## config.mk

```make
export PLATFORM = sky130hd
export DESIGN_NAME = afifo_rd_drain
export DESIGN_NICKNAME = d
export VERILOG_FILES = /design/src/rtl/afifo_pkg.sv /design/src/rtl/afifo_rd_skid.sv /design/src/rtl/afifo_rd_drain.sv
export SDC_FILE = /design/constraint.sdc
export NUM_CORES = 1
export LEC_CHECK = 0
export ABC_CLOCK_PERIOD_IN_PS = 4080
export CORE_MARGIN = 8
export CORE_UTILIZATION = 35
export DETAILED_ROUTE_END_ITERATION = 7
export GPL_TIMING_DRIVEN = 0
export PLACE_DENSITY = 0.69
export SKIP_LAST_GASP = 1
export SLEW_MARGIN = 20
export SYNTH_ARGS = -nofsm -noshare
export SYNTH_HDL_FRONTEND = slang
export SYNTH_SLANG_ARGS = --single-unit
```

## constraint.sdc

```tcl
create_clock -name rclk -period 4.08 [get_ports rclk]
set_input_delay 0.816 -clock rclk [delete_from_list [all_inputs] [get_ports rclk]]
set_output_delay 0.816 -clock rclk [all_outputs]
set_load 0.02 [all_outputs]
```

## src/rtl/afifo_pkg.sv

```systemverilog
// Shared types and default sizes for the async FIFO read-side blocks.
package afifo_pkg;

    localparam int DSIZE_DEF = 8;
    localparam int ASIZE_DEF = 4;
    localparam int CNT_W_DEF = 16;

    typedef enum logic [1:0] {
        IDLE  = 2'd0,
        RUN   = 2'd1,
        FLUSH = 2'd2
    } rd_state_e;

endpackage

```

## src/rtl/afifo_rd_skid.sv

```systemverilog
// Two-entry buffer between the FIFO pop port and the downstream valid/ready stream.
module afifo_rd_skid
    import afifo_pkg::*;
#(
    parameter int DSIZE = DSIZE_DEF
) (
    input  logic             rclk,
    input  logic             rrst,
    input  logic             push,
    input  logic [DSIZE-1:0] push_data,
    input  logic             pop,
    output logic [1:0]       occ,
    output logic [DSIZE-1:0] head
);

    // Pointers carry a wrap bit above a 1-bit index: equal means empty,
    // same index with different wrap means full.
    logic [1:0]       wr_ptr;
    logic [1:0]       rd_ptr;
    logic [DSIZE-1:0] mem [2];
    logic             empty;
    logic             full;

    always_ff @(posedge rclk or negedge rrst) begin
        if (!rrst) begin
            wr_ptr <= '0;
            rd_ptr <= '0;
        end else begin
            // NOTE: non-blocking so every flop samples pre-edge values regardless of block order.
            if (push) wr_ptr <= wr_ptr + 2'd1;
            if (pop)  rd_ptr <= rd_ptr + 2'd1;
        end
    end

    // NOTE: storage has no reset; head is forced to zero whenever the buffer is empty.
    always_ff @(posedge rclk) begin
        if (push) mem[wr_ptr[0]] <= push_data;
    end

    assign empty = (wr_ptr == rd_ptr);
    assign full  = (wr_ptr[1] != rd_ptr[1]) && (wr_ptr[0] == rd_ptr[0]);
    assign occ   = full ? 2'd2 : (empty ? 2'd0 : 2'd1);
    assign head  = empty ? '0 : mem[rd_ptr[0]];

endmodule

```

## src/rtl/afifo_rd_drain.sv

```systemverilog
// Read-side drain: pops len words from the async FIFO and forwards them on a
// valid/ready stream, with abort, a done pulse and a saturating pop counter.
module afifo_rd_drain
    import afifo_pkg::*;
#(
    parameter int DSIZE = DSIZE_DEF,
    parameter int CNT_W = CNT_W_DEF
) (
    input  logic             rclk,
    input  logic             rrst,
    input  logic             rempty,
    input  logic [DSIZE-1:0] rdata,
    output logic             rinc,
    input  logic             start,
    input  logic [CNT_W-1:0] len,
    input  logic             abort,
    output logic             m_valid,
    output logic [DSIZE-1:0] m_data,
    input  logic             m_ready,
    output logic             busy,
    output logic             done,
    output logic             aborted,
    output logic [CNT_W-1:0] rd_count
);

    rd_state_e        state;
    rd_state_e        state_d;
    logic [CNT_W-1:0] remaining;
    logic [1:0]       occ;
    logic             accept;

    assign m_valid = (occ != 2'd0);
    assign accept  = m_valid && m_ready;

    afifo_rd_skid #(.DSIZE(DSIZE)) u_skid (
        .rclk      (rclk),
        .rrst      (rrst),
        .push      (rinc),
        .push_data (rdata),
        .pop       (accept),
        .occ       (occ),
        .head      (m_data)
    );

    always_ff @(posedge rclk or negedge rrst) begin
        if (!rrst) state <= IDLE;
        else       state <= state_d;
    end

    always_comb begin
        // NOTE: default first so every path assigns state_d and no latch is inferred.
        state_d = state;
        case (state)
            IDLE:    if (start) state_d = RUN;
            RUN:     if (remaining == '0 || abort) state_d = FLUSH;
            FLUSH:   if (occ == 2'd0) state_d = IDLE;
            default: state_d = IDLE;
        endcase
    end

    // rinc never looks at m_ready, so there is no combinational path from downstream ready.
    always_comb begin
        rinc = 1'b0;
        busy = (state != IDLE);
        done = (state == FLUSH) && (occ == 2'd0);
        if (state == RUN) begin
            rinc = !rempty && (occ != 2'd2) && (remaining != '0) && !abort;
        end
    end

    always_ff @(posedge rclk or negedge rrst) begin
        if (!rrst) begin
            remaining <= '0;
            rd_count  <= '0;
            aborted   <= 1'b0;
        end else if (state == IDLE && start) begin
            remaining <= len;
            rd_count  <= '0;
            aborted   <= 1'b0;
        end else begin
            if (rinc) begin
                remaining <= remaining - 1'b1;
                if (rd_count != '1) rd_count <= rd_count + 1'b1;
            end
            if (state == RUN && abort) aborted <= 1'b1;
        end
    end

endmodule

```

==> impl_table.tex <==
\begin{tabular}{lr}
\hline
Metric & Value \\
\hline
\multicolumn{2}{l}{\textbf{Synthesis}} \\
Largest cells by area after synthesis & dfrtp\_1 (35\%), edfxtp\_1 (17\%), mux2i\_1 (4.7\%) \\
Cell area after synthesis & approximately 2800 um2 \\
Library cell with the largest summed area after synthesis & dfrtp\_1 \\
Most frequently used cell type in the post-synthesis netlist & dfrtp\_1 \\
Share of the synthesized area in the top cell type & 0.351 \\
Count of cell types in the netlist & 47 \\
Number of instances in the synthesized netlist & about 270 \\
Part of the Yosys area used for sequential elements & 0.523 \\
Post-synth top flop & dfrtp\_1 \\
Count of synthesis-stage warnings from yosys & 0 \\
Register bit total from synthesis & between 50 and 60 \\
Synth async-reset ratio & 0.709 \\
Mean cell area of the mapped netlist & 10.3 um2 \\
Syn nets & 303 \\
Commonest cells post-synth & dfrtp\_1 (39), nor2\_1 (28), nand2\_1 (27), edfxtp\_1 (16) \\
EDFF count, synth & 16 \\
\multicolumn{2}{l}{\textbf{Detailed routing}} \\
Number of detailed-routing iterations run before antenna repair & 5 \\
Total Wirelength & 6380 um \\
Number of DRC violations after detailed-routing iteration 0 & 86 \\
Mean routed wirelength per cell & 14.5 um \\
Final ANT Viol Nets & 0 \\
Via-per-instance ratio & 5.00 \\
Vias after detailed routing & around 2200 \\
Final routed DRC violation total & 0 \\
\multicolumn{2}{l}{\textbf{STA}} \\
Unrepaired setup endpoints after global routing & false \\
Max Clock Skew & 11.8 ps \\
Portion of the clock cycle consumed by the worst path in the final layout & 0.932 \\
Transition time of the tightest slew-check pin & 704 ps \\
Hold Slack & between 300 and 400 ps \\
Final setup slack of the worst path & approximately 280 ps \\
Min Clock Period, post-route & about 3800 ps \\
Slew headroom & 0.526 \\
Setup-failing EPs final & 0 \\
Fin. Hold Viols & 0 \\
Fin Setup TNS & 0 ps \\
Upper clock frequency limit & between 200 and 300 MHz \\
Final count of pins violating max slew & 0 \\
\multicolumn{2}{l}{\textbf{Min path}} \\
Path class of the lowest-slack min-delay path & input port to async pin \\
\multicolumn{2}{l}{\textbf{Global routing}} \\
Via count of the first global-routing pass & between 2000 and 2500 \\
GRT Resource Usage Total & 0.119 \\
First-pass GRT wire length & about 11000 um \\
Antenna violations before repair & 0 \\
Maximum number of pins on one net before global-route repair & 26 \\
Global route total overflow & 0 \\
\multicolumn{2}{l}{\textbf{Clocking}} \\
Clk buf depth & 2 \\
Total setup buffers inserted after CTS & 0 \\
CTS tree & yes \\
Number of buffers created by CTS & 5 \\
Total of cells resized after clock tree synthesis & 0 \\
Clock latency at the later pin of the worst-skew pair & roughly 310 ps \\
CTS Root Buffer Type & clkbuf\_8 \\
Clock-pin slew on the worst setup and hold paths & roughly 100 ps \\
Clock H-tree levels & 2 \\
Number of buffers inserted for hold repair after clock tree synthesis & 0 \\
Num Clock Sinks & 55 \\
\multicolumn{2}{l}{\textbf{Placement}} \\
Global placer's final weighted congestion & roughly 0.81 \\
Pre-CTS WS & between 200 and 250 ps \\
Number of port buffers & between 50 and 60 \\
Post-detailed-placement half-perimeter wirelength & 4680 um \\
Cell Count Post-Placement & between 400 and 500 \\
Instance area at placement & between 3000 and 4000 um2 \\
\multicolumn{2}{l}{\textbf{Die}} \\
Core Box Area & between 7000 and 8000 um2 \\
Die boundary height & about 110 um \\
Placement Rows & 32 \\
Initial Util & 0.360 \\
Chip width & 105 um \\
Die Footprint & 11100 um2 \\
I/O pin count & 59 \\
\multicolumn{2}{l}{\textbf{Pwr}} \\
Total internal power & 1.22 mW \\
Pwr per Cell Area & 559 nW/um2 \\
Portion of total power attributed to combinational logic & 0.446 \\
Net switching power figure & between 0.7 and 0.8 mW \\
Worst IR Drop VDD & 245 uV \\
Register share of total power & 0.401 \\
Overall power of the completed layout & just over 2 mW \\
Clk pwr share & 0.153 \\
Leakage dissipation & approximately 1.4 nW \\
Net Sw Frac & 0.396 \\
\multicolumn{2}{l}{\textbf{Critical path}} \\
Number of cells on the worst reg-to-reg path & 8 \\
Worst path required time & 3260 ps \\
Critical path start-end classification & input port to output port \\
Critical path data arrival time & 2990 ps \\
Type of element capturing the critical path & output port \\
Critical Path Source Type & input port \\
Maximum fanout along the worst path & 6 \\
\multicolumn{2}{l}{\textbf{Flow run}} \\
Count of maximum capacitance violations & 0 \\
\multicolumn{2}{l}{\textbf{Run status}} \\
Run status & complete, no violations \\
\multicolumn{2}{l}{\textbf{Layout}} \\
Layout Cells excl Fill & 440 \\
Antenna diode count & 0 \\
Ratio of cells with drive above 1 in the final layout & 0.0769 \\
Layout area overhead & 29.4\% \\
Layout Cell Area excl Fill & between 3000 and 4000 um2 \\
Nets & around 370 \\
Post-Route Utilization & 0.466 \\
\hline
\end{tabular}
-- registers in the layout, indices dropped and copies added, names as in the netlist --
register and count:
u_skid.rd_ptr 2, aborted 1, remaining 16, state 2, u_skid.mem 16, rd_count 16
u_skid.wr_ptr 2
-- final cells by class --
class                   count  area [um2]
flip-flops and latches     55        1460
well taps                 102         128
multi-input cells         198        1260
clock inverters             3        22.5
clock buffers               5        68.8
repair buffers             59         596
plain buffers              11        45.0
inverters                   7        26.3
fillers                   729        4120
-- logic make-up after synthesis --
kind of cell | count (synthesis) | synth area share
mux | 14 | 0.0508
compound gates | 48 | 0.110
xor+xnor | 19 | 0.0598
fa+ha+maj | 2 | 0.00899
buf+inv | 18 | 0.0256
simple gates | 115 | 0.222
flops | 55 | 0.523
-- per-layer routing --
metal  part of all wire  track usage  wire [um]
met5                  0            0          0
met4              0.015       0.0347         93
met3              0.048       0.0270        305
met2               0.47        0.194       3020
met1               0.46        0.154       2960
-- power by group through the flow --
stage / Combinational [mW] / Clock (mW) / Sequential (mW)
detailed placement: 0.903 / 0 / 0.818
CTS: 0.913 / 0.323 / 0.807
floorplan: 0.571 / 0 / 0.806
global placement: 0.889 / 0 / 0.811
global route: 0.994 / 0.342 / 0.827
finish: 0.897 / 0.309 / 0.808
-- placed cells by master, fill, tap and decap left out, drive strengths merged, types with 3 or more instances in the layout --
cell	n
mux2i	13
nor4	5
xnor2	9
nand4	13
inv	8
nand2	27
nand3	7
buf	6
nor3	8
or2	4
or3	4
and3	4
xor2	10
a31oi	3
a21oi	13
dfrtp	39
or4	3
nor4b	3
clkbuf	12
clkdlybuf4s50	57
o21ai	16
nor2	28
edfxtp	16
-- critical path, cell delays in order --
cell             delay (ps)
clkdlybuf4s50_1         500
nor4b_4                 340
o21ai_2                 190
nor2_1                  430
clkdlybuf4s50_1         700
-- worst paths after layout --
| check | from | endpoint | slack, ps |
|---|---|---|---|
| max | abort | rinc | 280 |
| min | rrst | rd_count[10] | 400 |
| max reg2reg | remaining[0] | rd_count[8] | 1670 |
| min reg2reg | u_skid.wr_ptr[1] | u_skid.wr_ptr[1] | 500 |
| max in group asynchronous | rrst | state[0] | 3230 |
| min in group rclk | u_skid.wr_ptr[1] | u_skid.wr_ptr[1] | 500 |
Note: power is estimated with default switching activity, not from simulation.
